$ cat config.mk
export PLATFORM = sky130hd
export DESIGN_NAME = inst_mem_loader
export DESIGN_NICKNAME = d
export VERILOG_FILES = /design/src/rtl/inst_loader_pkg.sv /design/src/rtl/byte_packer.sv /design/src/rtl/inst_mem_loader.sv
export SDC_FILE = /design/constraint.sdc
export NUM_CORES = 1
export LEC_CHECK = 0
export BUFFER_PORTS_ARGS = -buffer_cell sky130_fd_sc_hd__buf_4
export CAP_MARGIN = 20
export CORE_UTILIZATION = 57
export DETAILED_ROUTE_END_ITERATION = 8
export PLACE_DENSITY_LB_ADDON = 0.12
export SLEW_MARGIN = 20
export SYNTH_ARGS = -nofsm -noshare
export SYNTH_HDL_FRONTEND = slang
export SYNTH_HIERARCHICAL = 1
export SYNTH_SLANG_ARGS = --single-unit
$ cat constraint.sdc
create_clock -name clk -period 4.85 [get_ports clk]
set_input_delay 0.2425 -clock clk [delete_from_list [all_inputs] [get_ports clk]]
set_output_delay 0.2425 -clock clk [all_outputs]
set_load 0.02 [all_outputs]
$ cat src/rtl/inst_loader_pkg.sv
// Shared types and constants for the instruction-memory loader.
// The CHECK state exists only when INST_LOADER_READBACK_EN is defined.
package inst_loader_pkg;

  localparam int WORD_BYTES    = 4;
  localparam int LANE_W        = $clog2(WORD_BYTES);
  localparam int WORD_W        = WORD_BYTES * 8;
  localparam int DEFAULT_CNT_W = 14;

  typedef enum logic [2:0] {
    S_IDLE    = 3'd0,
    S_COLLECT = 3'd1,
    S_WRITE   = 3'd2,
`ifdef INST_LOADER_READBACK_EN
    S_CHECK   = 3'd3,
`endif
    S_DONE    = 3'd4
  } state_t;

endpackage

$ cat src/rtl/byte_packer.sv
// Little-endian byte-to-word packer: byte lane 0 lands in [7:0].
// Flags the accept that completes a word and presents the full word alongside it.
module byte_packer
  import inst_loader_pkg::*;
(
  input  logic              clk,
  input  logic              rst_n,
  input  logic              clear,
  input  logic              accept,
  input  logic [7:0]        byte_in,
  output logic [WORD_W-1:0] word,
  output logic              word_done
);

  logic [LANE_W-1:0] lane_idx;
  logic [WORD_W-1:0] shift_reg;

  // NOTE: every signal assigned in always_comb gets a default first, so no latch is inferred.
  always_comb begin
    word = shift_reg;
    word[{lane_idx, 3'b000} +: 8] = byte_in;
  end

  assign word_done = accept && (lane_idx == LANE_W'(WORD_BYTES - 1));

  // NOTE: sequential state uses non-blocking assignments only.
  always_ff @(posedge clk) begin
    if (!rst_n || clear) begin
      lane_idx  <= '0;
      shift_reg <= '0;
    end else if (accept) begin
      lane_idx  <= lane_idx + LANE_W'(1);
      shift_reg <= word_done ? '0 : word;
    end
  end

endmodule

$ cat src/rtl/inst_mem_loader.sv
// Debug-side loader: packs a byte stream into words and writes them to instruction memory.
// Optional read-back check of each written word: define INST_LOADER_READBACK_EN.
module inst_mem_loader
  import inst_loader_pkg::*;
#(
  parameter int CNT_W = DEFAULT_CNT_W
) (
  input  logic              clk,
  input  logic              rst_n,
  input  logic              start,
  input  logic [29:0]       base_addr,
  input  logic [CNT_W-1:0]  word_count,
  input  logic              byte_valid,
  input  logic [7:0]        byte_data,
  output logic              byte_ready,
  output logic              mem_we,
  output logic [29:0]       mem_addr,
  output logic [WORD_W-1:0] mem_wdata,
  input  logic [WORD_W-1:0] mem_rdata,
  output logic              cpu_hold,
  output logic              busy,
  output logic              done,
  output logic              error,
  output logic [CNT_W-1:0]  words_written
);

  state_t             state_q, state_d;
  logic [CNT_W-1:0]   remain_q;
  logic               accept_start;
  logic               byte_accept;
  logic               advance_addr;
  logic [WORD_W-1:0]  packed_word;
  logic               word_done;

  assign accept_start = (state_q == S_IDLE) && start;
  assign byte_accept  = byte_valid && byte_ready;

  byte_packer u_packer (
    .clk       (clk),
    .rst_n     (rst_n),
    .clear     (accept_start),
    .accept    (byte_accept),
    .byte_in   (byte_data),
    .word      (packed_word),
    .word_done (word_done)
  );

  always_comb begin
    state_d = state_q;
    case (state_q)
      S_IDLE:    if (start) state_d = (word_count != '0) ? S_COLLECT : S_DONE;
      S_COLLECT: if (word_done) state_d = S_WRITE;
`ifdef INST_LOADER_READBACK_EN
      S_WRITE:   state_d = S_CHECK;
      // remain_q was already decremented on leaving WRITE
      S_CHECK:   state_d = (remain_q == '0) ? S_DONE : S_COLLECT;
`else
      S_WRITE:   state_d = (remain_q == CNT_W'(1)) ? S_DONE : S_COLLECT;
`endif
      S_DONE:    state_d = S_IDLE;
      default:   state_d = S_IDLE;
    endcase
  end

`ifdef INST_LOADER_READBACK_EN
  assign advance_addr = (state_q == S_CHECK) && (state_d == S_COLLECT);
`else
  assign advance_addr = (state_q == S_WRITE) && (state_d == S_COLLECT);
`endif

  // Outputs are registered from the next state so they line up with the state they describe.
  always_ff @(posedge clk) begin
    if (!rst_n) begin
      state_q       <= S_IDLE;
      remain_q      <= '0;
      busy          <= 1'b0;
      byte_ready    <= 1'b0;
      mem_we        <= 1'b0;
      done          <= 1'b0;
      mem_addr      <= '0;
      mem_wdata     <= '0;
      words_written <= '0;
    end else begin
      state_q    <= state_d;
      busy       <= (state_d != S_IDLE) && (state_d != S_DONE);
      byte_ready <= (state_d == S_COLLECT);
      mem_we     <= (state_d == S_WRITE);
      done       <= (state_d == S_DONE);

      if (accept_start && (word_count != '0)) begin
        mem_addr      <= base_addr;
        remain_q      <= word_count;
        words_written <= '0;
      end
      if (word_done) mem_wdata <= packed_word;
      if (state_q == S_WRITE) begin
        words_written <= words_written + CNT_W'(1);
        remain_q      <= remain_q - CNT_W'(1);
      end
      if (advance_addr) mem_addr <= mem_addr + 30'd1;
    end
  end

  assign cpu_hold = busy;

`ifdef INST_LOADER_READBACK_EN
  logic error_q;

  always_ff @(posedge clk) begin
    if (!rst_n) begin
      error_q <= 1'b0;
    end else if (accept_start) begin
      error_q <= 1'b0;
    end else if ((state_q == S_CHECK) && (mem_rdata != mem_wdata)) begin
      error_q <= 1'b1;
    end
  end

  assign error = error_q;
`else
  logic unused_rdata;
  assign unused_rdata = ^mem_rdata;
  assign error        = 1'b0;
`endif

endmodule

Word-level counts from Yosys, hierarchy flattened
Index checks and enable logic that the tools add are counted.
W data, S select, Z words.
{"block": "classes", "n_mux": 13, "n_eq_ne": 8, "addsub": 5, "shifts": 2, "reduce_logical": 13}
{"op": "$mux W30", "count": 2}
{"op": "$mux W14", "count": 4}
{"op": "$bwmux W32", "count": 1}
{"op": "$mux W32", "count": 1}
{"op": "$shift A8 B7 Y32 const A", "count": 1}
{"op": "$shiftx A8 B7 Y32", "count": 1}
{"op": "$add A30 B1 Y30 const B", "count": 1}
{"op": "$add A14 B1 Y14 const B", "count": 1}
{"op": "$eq A14 B1 Y1 const B", "count": 1}
{"op": "$reduce_bool A14 Y1", "count": 1}
{"op": "$sub A14 B1 Y14 const B", "count": 1}
{"op": "$mux W3", "count": 4}
{"op": "$pmux W3 S3", "count": 1}
{"op": "$neg A5 Y7", "count": 1}
{"op": "$eq A3 B1 Y1 const B", "count": 2}
{"op": "$eq A3 B2 Y1 const B", "count": 2}
{"op": "$logic_and A1 B1 Y1", "count": 6}
{"op": "$reduce_bool A2 Y1", "count": 2}
{"op": "$eq A3 B3 Y1 const B", "count": 1}
{"op": "$logic_not A3 Y1", "count": 1}
{"op": "$ne A3 B3 Y1 const B", "count": 1}
{"op": "$reduce_bool A3 Y1", "count": 1}
{"op": "$add A2 B1 Y2 const B", "count": 1}
{"op": "$eq A2 B2 Y1 const B", "count": 1}
{"op": "2 further kinds", "count": 2}
{"block": "totals", "regBits": 131, "elab_cells": 52}

Longest topological paths before layout
Gate-level depths: netlist of run 1.
{"block": "depth", "depth_word": 7, "depth_mapped": 9}

Cells and area by module
The synthesis of run 1 kept the hierarchy.
{"mod": "inst_mem_loader", "cells_each": 552, "seq_area_each_um2": 1941.9, "instances": 1, "area_per_inst_um2": 4680.7}
{"mod": "byte_packer", "cells_each": 185, "seq_area_each_um2": 680.7, "instances": 1, "area_per_inst_um2": 1695.4}

Least setup slack after synthesis of run 1
No wires, ideal clock.
{"block": "synth_timing", "path_kind": "register -> register", "from": "reg mem_addr[6]", "to": "reg mem_addr[15]", "arrival_ps": 1940, "path_stages_with_launch": 6, "required_ps": 4718, "setup_slack_ps": 2778, "n_path_buf": 0, "period_less_slack_ps": 2072, "cell_sequence": "dfxtp_1 nand4_1 or4_1 or4_1 o211ai_1 a21oi_1"}
{"block": "synth_via", "elab_chain_len": 2}
{"element": "start: declaration", "line": "inst_mem_loader.sv:17", "text": "output logic [29:0] mem_addr,"}
{"element": "start signal: assignment", "line": "inst_mem_loader.sv:91", "text": "mem_addr <= base_addr;"}
{"element": "start signal: assignment", "line": "inst_mem_loader.sv:100", "text": "if (advance_addr) mem_addr <= mem_addr + 30'd1;"}
{"element": "$add A30 B1 Y30", "line": "inst_mem_loader.sv:100"}
{"element": "$mux W30", "line": "inst_mem_loader.sv:100"}
Every way passes these cells.
A chain may end at the register's enable or synchronous reset.

Worst setup path after layout of run 1
{"block": "layout_timing", "from": "reg remain_q[8]", "to": "reg mem_addr[21]"}
{"block": "layout_via", "elab_chain_len": 6, "elab_cells_between_ends": 7, "classes_between": "eq/ne: 2; mux: 3; reduce/logical: 2"}
{"element": "start: declaration", "line": "inst_mem_loader.sv:28", "text": "logic [CNT_W-1:0] remain_q;"}
{"element": "start signal: assignment", "line": "inst_mem_loader.sv:92", "text": "remain_q <= word_count;"}
{"element": "start signal: assignment", "line": "inst_mem_loader.sv:98", "text": "remain_q <= remain_q - CNT_W'(1);"}
{"element": "$eq A14 B1 Y1 *", "line": "inst_mem_loader.sv:58", "text": "S_WRITE: state_d = (remain_q == CNT_W'(1)) ? S_DONE : S_COLLECT;"}
{"element": "$mux W3 *", "line": "inst_mem_loader.sv:58"}
{"element": "$pmux W3 S3 *", "line": "inst_mem_loader.sv:50", "text": "case (state_q)"}
{"element": "$eq A3 B1 Y1 *", "line": "inst_mem_loader.sv:68", "text": "assign advance_addr = (state_q == S_WRITE) && (state_d == S_COLLECT);"}
{"element": "$logic_and A1 B1 Y1 *", "line": "inst_mem_loader.sv:68"}
{"element": "$mux W30 or $reduce_bool A2 Y1 (tied branches)"}
Mark *: on every way between the ends. The rest lies on a longest branch, timed or not.

==> impl_metrics.csv, run 1 <==
group,metric,value,unit
outcome,outcome,"complete, no violations",
floorplanning,ioPinCount,170,
pwr,p_total,0.002738,W
synthesis,synth_cell_types,68,
flow_run,drv_cap,0,
synthesis,postSynthNetCount,834,
pwr,powerDensity,332.9,nW/µm²
routing,vias,6441,
cells_and_area,multiInputGateArea,3451,µm²
cells_and_area,ff_latch_area,2623,µm²
timing,relSlewSlack,0.2699,
floorplanning,dieWidth,107.8,µm
floorplanning,row_count,38,
critical_path,worstReg2RegEnd,"mem_addr[21]",
synthesis,synth_seq_cells,131,
floorplanning,core,10890,µm²
min_path,hold_class,"input port to flip-flop",
cts,clkSlewWorstSetupHoldPaths,60,ps
timing,fmax,366.7,MHz
cts,numCtsBuffers,17,
cells_and_area,final_common_cell,"buf_4",
cells_and_area,fill_cells,787,
cells_and_area,num_antenna_cells,0,
synthesis,synthCells,737,
critical_path,required,5300,ps
timing,finalCriticalPeriod,2727,ps
critical_path,cp_max_fo,11,
global_route,grt.total_usage,0.3187,
synthesis,syn_area,6376,µm²
critical_path,rr_worst_depth,5,
cts,cts_tree,"built",
cells_and_area,nNetsFinal,973,
pwr,p_leak,3.174,nW
placement,port_buffers,136,
synthesis,ys_warn_count,6,
synthesis,ys_seq_area_frac,0.4113,
synthesis,async_flop_share,0,
cells_and_area,areaGrowthSynthToFinish,28.98,%
timing,drv_slew,0,
critical_path,r2r-start,"remain_q[8]",
timing,fin_tns_setup,0,ps
critical_path,worstPathArrival,3180,ps
timing,rsz0062_at_grt,"no",
cts,clkSinkCount,131,
global_route,grt_max_degree,71,
pwr,max-vdd-ir-drop,0.3753,mV
global_route,grt_pass1_vias,5781,
min_path,holdPathEnd,"mem_addr[25]",
floorplanning,dieArea,11610,µm²
timing,worst_pin_slew,1095,ps
cells_and_area,mostFrequentLayoutCells,"buf_4 (140), dfxtp_1 (131), nor2_1 (88)",
critical_path,cp-end-kind,"flip-flop",
cts,cts_resized,0,
critical_path,ff2ff_setup_slack,2120,ps
floorplanning,start_util,0.5856,
global_route,grt_pass1_wl,28670,µm
placement,dp_hpwl,11980,µm
critical_path,start_kind,"flip-flop",
min_path,min_from,"base_addr[25]",
cts,cts-root-buf,"clkbuf_8",
critical_path,crit_start,"remain_q[8]",
timing,setup_viol,0,
synthesis,synth_edf_count,0,
global_route,grt_overflow,0,
routing,final_antenna_net_count,0,
routing,drc,0,
routing,drt-total-wl,18180,µm
routing,routedWlPerCell,17.67,µm
timing,hold_viol_final,0,
critical_path,path_class,"flip-flop to flip-flop",
cells_and_area,layout-drive-gt1-share,0.2295,
routing,avgViaCountPerCell,6.259,
routing,first_iter_violations,696,
timing,skew,6.045,ps
routing,first_pass_iters,5,
cts,htreeDepth,4,
synthesis,ys.flop_type,"dfxtp_1",
cts,clock_path_buffers,2,
floorplanning,die_h,107.8,µm
timing,fin_crit_sh,0.5622,
placement,place.gp.congestion,0.9253,
global_route,grt_antenna_before_repair,0,
min_path,hold_path_depth,3,
cts,clk_latency,520,ps
synthesis,avgSynthCellArea,8.651,µm²
## layout make-up
| cell class | instances | area share |
|---|---|---|
| flip-flops and latches | 131 | 0.3189 |
| clock buffers | 18 | 0.05203 |
| clock inverters | 14 | 0.02252 |
| repair buffers | 161 | 0.1534 |
| well taps | 140 | 0.02130 |
| inverters | 27 | 0.01232 |
| multi-input cells | 538 | 0.4196 |
## what timing repair did
item | CTS | global route
setup buffers | 0 | 0
hold buffers | 20 | 1
hold endpoints to repair | 20 | 1
## cell families after synthesis
logic type | share of synthesized area
DFF | 0.4113
xor gates and xnor gates | 0.005496
adders and majority gates | 0.01766
other | 0.0005881
and+or+nand+nor | 0.2498
muxes | 0.05024
AOI/OAI and AO/OA | 0.2161
buffers and inverters | 0.04886
## synth_stat cells (all sizes together), types with 3 or more instances
| cell | n | area [µm²] |
|---|---|---|
| or2 | 4 | 25.02 |
| dfxtp | 131 | 2623 |
| inv | 27 | 101.3 |
| o211ai | 14 | 105.1 |
| o31a | 3 | 26.28 |
| mux2i | 32 | 320.3 |
| buf | 19 | 127.6 |
| and3 | 9 | 56.30 |
| and2 | 10 | 62.56 |
| nand2b | 7 | 43.79 |
| and4 | 9 | 78.83 |
| ha | 9 | 112.6 |
| or3 | 8 | 51.30 |
| nand4 | 20 | 125.1 |
| a2111oi | 3 | 26.28 |
| or4 | 8 | 63.81 |
| o21ai | 26 | 130.1 |
| nor2 | 89 | 334.1 |
| clkbuf | 22 | 82.58 |
| o2bb2ai | 4 | 35.03 |
| a21oi | 51 | 255.2 |
| nand3 | 30 | 150.1 |
| xnor2 | 3 | 26.28 |
| a32oi | 19 | 166.4 |
| a22oi | 12 | 90.09 |
| a31oi | 11 | 68.82 |
| nor4 | 9 | 56.30 |
| nor3 | 18 | 122.6 |
| nand2 | 55 | 209.0 |
| nor4b | 4 | 65.07 |
| a2bb2oi | 7 | 61.31 |
| a22o | 26 | 237.7 |
| o22ai | 5 | 31.28 |
| o311ai | 5 | 51.30 |
| nand3b | 4 | 33.78 |
## metal layers
layer | track usage | wire (µm) | up-vias
met1 | 0.4419 | 8014 | 3055
met2 | 0.4881 | 8206 | 340
met4 | 0.08513 | 213 | 0
met3 | 0.08293 | 1748 | 24
met5 | 0 | 0 | -
li1 | - | - | 3022
## report_power, final
group          total [W]  switching, W  internal (W)
logic           0.000267      0.000154      0.000113
registers        0.00114     0.0000377       0.00110
clock network    0.00133      0.000483      0.000845
## through the flow
step	area (µm²)	instances	hold slack (ps)	util	setup WS, ps
6_report	8224	1029	8.987	0.7553	2123
4_1_cts	8214	1028	0.2778	0.7544	2179
3_3_place_gp	7401	976	423.4	0.6797	2224
3_5_place_dp	7401	976	435.4	0.6797	2182
5_1_grt	8224	1029	2.292	0.7553	1879
2_1_floorplan	6376	737	368.2	-	2778
## critical path, cell delays in order, from the launching register on
cell      delay, ps
dfxtp_1         370
nor4_1          710
nand4b_4        320
a22oi_1         840
o21ai_0         220
a31oi_1         190
## how the worst max path moves through the flow
stage | end | cells after the start | slack (ps)
after floorplan | mem_addr[15] | 5 | 2780
after global placement | mem_addr[21] | 5 | 2220
after detailed placement | mem_addr[21] | 5 | 2180
after CTS | mem_addr[21] | 5 | 2180
after global routing | mem_addr[2] | 5 | 1880
final | mem_addr[21] | 5 | 2120
Note: power is estimated with default switching activity, not from simulation.
==> run 2, diff against run 1 <==
--- a/config.mk
+++ b/config.mk
@@ -5,9 +5,10 @@
 export SDC_FILE = /design/constraint.sdc
 export NUM_CORES = 1
 export LEC_CHECK = 0
+export ABC_AREA = 1
 export BUFFER_PORTS_ARGS = -buffer_cell sky130_fd_sc_hd__buf_4
 export CAP_MARGIN = 20
-export CORE_UTILIZATION = 57
+export CORE_UTILIZATION = 49
 export DETAILED_ROUTE_END_ITERATION = 8
 export PLACE_DENSITY_LB_ADDON = 0.12
 export SLEW_MARGIN = 20
==> constraint.sdc (replaced) <==
create_clock -name clk -period 2.3 [get_ports clk]
set_input_delay 0.115 -clock clk [delete_from_list [all_inputs] [get_ports clk]]
set_output_delay 0.115 -clock clk [all_outputs]
set_load 0.02 [all_outputs]
==> impl_metrics.csv, run 2 <==
group,metric,value,unit
outcome,outcome,"complete, no violations",
critical_path,required,2650,ps
synthesis,async_flop_share,0,
global_route,grt_max_degree,52,
cells_and_area,nNetsFinal,1385,
timing,fmax,531.9,MHz
cells_and_area,num_antenna_cells,0,
floorplanning,row_count,44,
critical_path,r2r-start,"remain_q[1]",
timing,rsz0062_at_grt,"no",
critical_path,worstPathArrival,2230,ps
critical_path,path_class,"input port to flip-flop",
critical_path,cpPeakStageDelay,540,ps
timing,setup_viol,0,
timing,worst_pin_slew,600.6,ps
pwr,p_total,0.005703,W
global_route,grt_pass1_wl,34150,µm
cts,clk_latency,420,ps
cts,cts-root-buf,"clkbuf_16",
routing,first_pass_iters,5,
floorplanning,core,14590,µm²
critical_path,crit_start,"word_count[6]",
synthesis,ys.flop_type,"dfxtp_1",
critical_path,critical_path.most_common_cell,"nand2_1",
routing,drc,0,
critical_path,start_kind,"input port",
synthesis,synth_edf_count,0,
floorplanning,ioPinCount,170,
cells_and_area,layout-drive-gt1-share,0.1868,
cells_and_area,mostFrequentLayoutCells,"nand2_1 (348), nor2_1 (179), buf_4 (154)",
synthesis,yosysTopAreaCellShare,0.3564,
cells_and_area,fill_cells,1416,
synthesis,ys_warn_count,6,
floorplanning,dieArea,15510,µm²
cts,clock_path_buffers,2,
timing,relSlewSlack,0.5987,
timing,timing.hold.ws,10.96,ps
synthesis,synthTopCellsByCount,"nand2_1 (348), nor2_1 (179), dfxtp_1 (131), nand3_1 (123), inv_1 (91)",
timing,fin_crit_sh,0.8175,
routing,vias,7741,
routing,routedWlPerCell,13.78,µm
synthesis,postSynthNetCount,1256,
timing,finalCriticalPeriod,1880,ps
min_path,hold_class,"input port to flip-flop",
synthesis,avgSynthCellArea,6.349,µm²
synthesis,synth_seq_cells,131,
timing,fin_tns_setup,0,ps
routing,final_antenna_net_count,0,
placement,port_buffers,136,
cts,cts_tree,"built",
global_route,grt_overflow,0,
global_route,grt.total_usage,0.2673,
cts,clkSinkCount,131,
timing,drv_slew,0,
global_route,grt_pass1_vias,7036,
critical_path,cp_max_fo,33,
synthesis,yosysMostFrequentCell,"nand2_1",
routing,first_iter_violations,579,
synthesis,synth_cell_types,38,
synthesis,syn_area,7358,µm²
cells_and_area,final_common_cell,"nand2_1",
pwr,p_leak,3.931,nW
routing,drt-total-wl,20470,µm
min_path,min_from,"base_addr[4]",
floorplanning,dieWidth,124.5,µm
synthesis,ys_seq_area_frac,0.3564,
critical_path,ff2ff_setup_slack,440,ps
routing,avgViaCountPerCell,5.213,
cts,numCtsBuffers,17,
cts,clkSlewWorstSetupHoldPaths,60,ps
synthesis,yosysTopAreaCell,"dfxtp_1",
placement,place.gp.congestion,0.9499,
pwr,max-vdd-ir-drop,0.5366,mV
floorplanning,die_h,124.5,µm
placement,dp_hpwl,14220,µm
flow_run,drv_cap,0,
synthesis,ys_top_cells_by_area,"dfxtp_1 (36%), nand2_1 (18%), nor2_1 (9.1%)",
critical_path,cp-end-kind,"flip-flop",
global_route,grt_antenna_before_repair,0,
critical_path,crit_path_top_delay_cell,"dlygate4sd3_1",
timing,skew,5.222,ps
critical_path,crit_chain,"dlygate4sd3_1 > buf_4 > nor2_1 > nand2_1 > nor2_1 > nand2_1 > nand2_4 > nand2_4 > inv_2 > nand2_1 > a21oi_1",
cells_and_area,areaGrowthSynthToFinish,23.74,%
pwr,powerDensity,626.4,nW/µm²
synthesis,synthCells,1159,
cts,cts_setup_buffers,0,
floorplanning,start_util,0.5044,
timing,hold_viol_final,0,
cts,htreeDepth,4,
==> run 2: cell types whose count changed after synthesis, moves of 10 or more <==
cell | before | now
o211ai_1 | 14 | 2
a22oi_1 | 12 | 0
a22o_1 | 18 | 0
a32oi_1 | 19 | 0
nand3_2 | 0 | 17
nand3_1 | 30 | 123
a21oi_2 | 0 | 14
and2_1 | 10 | 0
mux2i_1 | 32 | 0
nor2_1 | 89 | 179
inv_1 | 26 | 91
nand2_1 | 54 | 348
buf_2 | 6 | 16
o21ai_0 | 24 | 55
==> run 2: per-stage QoR <==
step / instance area, µm² / setup slack (ps) / instances / utilization
after floorplan: 7358 / 510.5 / 1159 / -
after global placement: 8473 / 496.8 / 1447 / 0.5808
after detailed placement: 8473 / 444.7 / 1447 / 0.5808
after CTS: 9105 / 402.6 / 1485 / 0.6241
after global routing: 9105 / 158.9 / 1485 / 0.6241
final: 9105 / 419.8 / 1485 / 0.6241
==> run 2: logic make-up after synthesis <==
group,Yosys count,share of synthesized area
buf+inv,155,0.09080
other cells,1,0.0005096
flops,131,0.3564
compound gates,143,0.1100
simple gates,713,0.4186
xor+xnor,7,0.008332
fa+ha+maj,9,0.01530
==> run 2: final timing paths <==
path / end / cells past startpoint
setup reg to reg: mem_addr[25] / 10
setup / recovery: words_written[6] / 11
hold reg to reg: u_packer/shift_reg[26] / 2
hold / removal: mem_addr[4] / 3
==> run 2: power by group <==
part / internal [W] / switching [W] / total [W]
clock: 0.00158 / 0.00104 / 0.00262
sequential: 0.00233 / 0.0000816 / 0.00241
combinational: 0.000259 / 0.000413 / 0.000671
==> run 2: cell type report <==
cell class / instances / area (µm²) / share of cell area
Clock inverter: 10 / 97.59 / 0.01072
Multi-Input combinational cell: 873 / 4068 / 0.4468
Timing Repair Buffer: 160 / 1216 / 0.1336
Clock buffer: 22 / 474.2 / 0.05208
Sequential cell: 131 / 2623 / 0.2880
Tap cell: 184 / 230.2 / 0.02529
Inverter: 105 / 396.6 / 0.04356
==> run 2: routing by layer <==
metal,track usage,up-vias,wire (µm)
li1,-,3969,-
met1,0.3418,3569,9237
met2,0.4569,180,10130
met3,0.04940,23,880
met4,0.07583,0,214
met5,0,-,0
==> run 2: what timing repair did <==
| action | CTS | global route |
|---|---|---|
| hold buffers | 6 | 0 |
| endpoints found under the hold margin | 6 | 0 |
| resized for setup | 0 | 0 |
==> run 2: worst max-delay path, delay by kind of cell <==
| family | cells | cell delay, ps |
|---|---|---|
| buf+inv | 3 | 910 |
| compound gates | 1 | 140 |
| simple gates | 7 | 1070 |
==> run 3, diff against run 2 <==
--- a/config.mk
+++ b/config.mk
@@ -8,7 +8,7 @@
 export ABC_AREA = 1
 export BUFFER_PORTS_ARGS = -buffer_cell sky130_fd_sc_hd__buf_4
 export CAP_MARGIN = 20
-export CORE_UTILIZATION = 49
+export CORE_UTILIZATION = 55
 export DETAILED_ROUTE_END_ITERATION = 8
 export PLACE_DENSITY_LB_ADDON = 0.12
 export SLEW_MARGIN = 20
==> constraint.sdc (replaced) <==
create_clock -name clk -period 1.75 [get_ports clk]
set_input_delay 0.0875 -clock clk [delete_from_list [all_inputs] [get_ports clk]]
set_output_delay 0.0875 -clock clk [all_outputs]
set_load 0.02 [all_outputs]
==> impl_metrics.csv, run 3 (synthesis results as in run 2) <==
group,metric,value,unit
pwr,pwr-share-seq,0.397,
critical_path,worstReg2RegEnd,"mem_wdata[28]",
cells_and_area,mostFrequentLayoutCells,"nand2_1 (348), nor2_1 (177), buf_4 (175)",
timing,hold_viol_final,0,
critical_path,cp_max_fo,8,
timing,skew,4.397,ps
critical_path,required,2110,ps
routing,final_antenna_net_count,0,
cells_and_area,ff_latch_area,2623,µm²
cells_and_area,layout-drive-gt1-share,0.2051,
routing,drc,0,
cts,cts-root-buf,"clkbuf_16",
min_path,hold_class,"input port to flip-flop",
critical_path,crit_chain,"inv_1 > ha_1 > inv_2 > nand3_1 > o22ai_1 > nor2_1 > nor2_1",
floorplanning,die_h,117.7,µm
outcome,outcome,"complete, no violations",
floorplanning,row_count,41,
cells_and_area,finalNonFillerCells,1508,
pwr,combPwrFrac,0.123,
critical_path,critical_path.most_common_cell,"nor2_1",
critical_path,cpPeakStageDelay,370,ps
pwr,p_leak,4.173,nW
global_route,grt_overflow,0,
pwr,internal-power,0.005926,W
global_route,grt_pass1_wl,34560,µm
critical_path,path_class,"flip-flop to flip-flop",
timing,rsz0062_at_grt,"yes",
routing,first_iter_violations,668,
critical_path,r2r-start,"u_packer/lane_idx[1]",
critical_path,path_buf_inv,2,
pwr,p_clk_frac,0.480,
critical_path,worstPathArrival,2010,ps
cts,clock_path_buffers,2,
global_route,grt.total_usage,0.3041,
global_route,grt_antenna_before_repair,0,
min_path,hold_path_depth,5,
cells_and_area,fill_cells,1050,
critical_path,ff2ff_setup_slack,100,ps
cells_and_area,final_area,9537,µm²
pwr,p_total,0.007944,W
cts,clkSlewWorstSetupHoldPaths,60,ps
cts,htreeDepth,4,
placement,dp_hpwl,15200,µm
timing,fmax,604.3,MHz
floorplanning,start_util,0.5738,
flow_run,drv_cap,0,
routing,vias,8055,
timing,setup_viol,0,
cells_and_area,multiInputGateArea,4083,µm²
pwr,powerDensity,833.0,nW/µm²
global_route,grt_max_degree,51,
cells_and_area,fin_util,0.7436,
timing,finalCriticalPeriod,1655,ps
routing,routedWlPerCell,14.09,µm
pwr,power_switching_share,0.2541,
global_route,grt_pass1_vias,7405,
critical_path,start_kind,"flip-flop",
critical_path,crit_path_top_delay_cell,"dfxtp_1",
cells_and_area,final_common_cell,"nand2_1",
cells_and_area,nNetsFinal,1421,
pwr,max-vdd-ir-drop,0.6889,mV
cts,clk_latency,420,ps
cells_and_area,num_antenna_cells,0,
floorplanning,ioPinCount,170,
pwr,net-switching-power,0.002018,W
cts,numCtsBuffers,17,
min_path,min_from,"word_count[4]",
timing,fin_crit_sh,0.9456,
routing,drt-total-wl,21240,µm
placement,place.gp.congestion,0.9416,
placement,port_buffers,136,
floorplanning,dieWidth,117.7,µm
critical_path,rr_worst_depth,7,
critical_path,cp-end-kind,"flip-flop",
cts,clkSinkCount,131,
timing,drv_slew,0,
placement,placed_area,8736,µm²
floorplanning,core,12820,µm²
min_path,holdPathEnd,"remain_q[4]",
cells_and_area,areaGrowthSynthToFinish,29.60,%
routing,avgViaCountPerCell,5.342,
critical_path,cp_top_family,"simple AND/OR/NAND/NOR gates",
placement,placed_cells,1462,
floorplanning,dieArea,13850,µm²
routing,first_pass_iters,5,
cts,cts_tree,"built",
[run 3: cell types whose count changed in the layout (fill, tap and decap cells not counted), moves of 2 or more]
cell,delta
inv_2,-2
buf_12,+6
inv_4,+2
clkinvlp_4,-2
dlygate4sd3_1,+8
buf_4,+21
bufinv_16,+3
nor2_1,-2
[run 3: routing by layer]
metal,vias to the layer above,share of wire,global-route usage
met3,38,0.058,0.05620
met2,273,0.51,0.5445
met4,0,0.019,0.1074
li1,4067,-,-
met1,3677,0.41,0.3606
met5,-,0,0
[run 3: layout make-up]
type	count	share of cell area
Clock inverter	11	0.01811
Timing Repair Buffer	196	0.1662
Tap cell	172	0.02257
Clock buffer	20	0.04789
Multi-Input combinational cell	873	0.4281
Inverter	105	0.04211
Sequential cell	131	0.2750
[run 3: what timing repair did]
item | CTS | global route
endpoints found under the setup margin | 0 | 29
endpoints found under the hold margin | 14 | 0
setup buffers | 0 | 1
gates resized for setup | 0 | 8
hold buffers | 14 | 0
[run 3: power by group through the flow]
| stage | Sequential (W) | Clock [W] | Combinational [W] |
|---|---|---|---|
| after floorplan | 0.00326 | 0 | 0.000511 |
| after global placement | 0.00321 | 0 | 0.000916 |
| after detailed placement | 0.00322 | 0 | 0.000932 |
| after CTS | 0.00315 | 0.00384 | 0.000963 |
| after global routing | 0.00317 | 0.00398 | 0.00107 |
| final | 0.00316 | 0.00381 | 0.000978 |
[run 3: worst max path at each step]
stage	cells after the start	end	slack (ps)	from
2_1_floorplan	8	mem_wdata[0]	-30	u_packer/lane_idx[0]
3_3_place_gp	8	mem_addr[12]	160	remain_q[0]
3_5_place_dp	7	remain_q[3]	110	state_q[0]
4_1_cts	11	words_written[5]	90	word_count[13]
5_1_grt	8	u_packer/shift_reg[18]	-60	u_packer/lane_idx[1]
6_report	7	mem_wdata[28]	100	u_packer/lane_idx[1]
[run 3: stage by stage]
step,TNS (ps),hold WS [ps],worst slack (ps)
after CTS,0,11.19,91.43
after global routing,-207.5,11.54,-56.20
after floorplan,-341.6,267.3,-34.35
after global placement,0,371.5,160.2
final,0,16.72,95.12
after detailed placement,0,377.7,105.5
[run 3: worst reg2reg max path, stage by stage (launching register included)]
cell	delay, ps
dfxtp_1	370
inv_1	90
ha_1	330
inv_2	90
nand3_1	250
o22ai_1	280
nor2_1	80
nor2_1	90
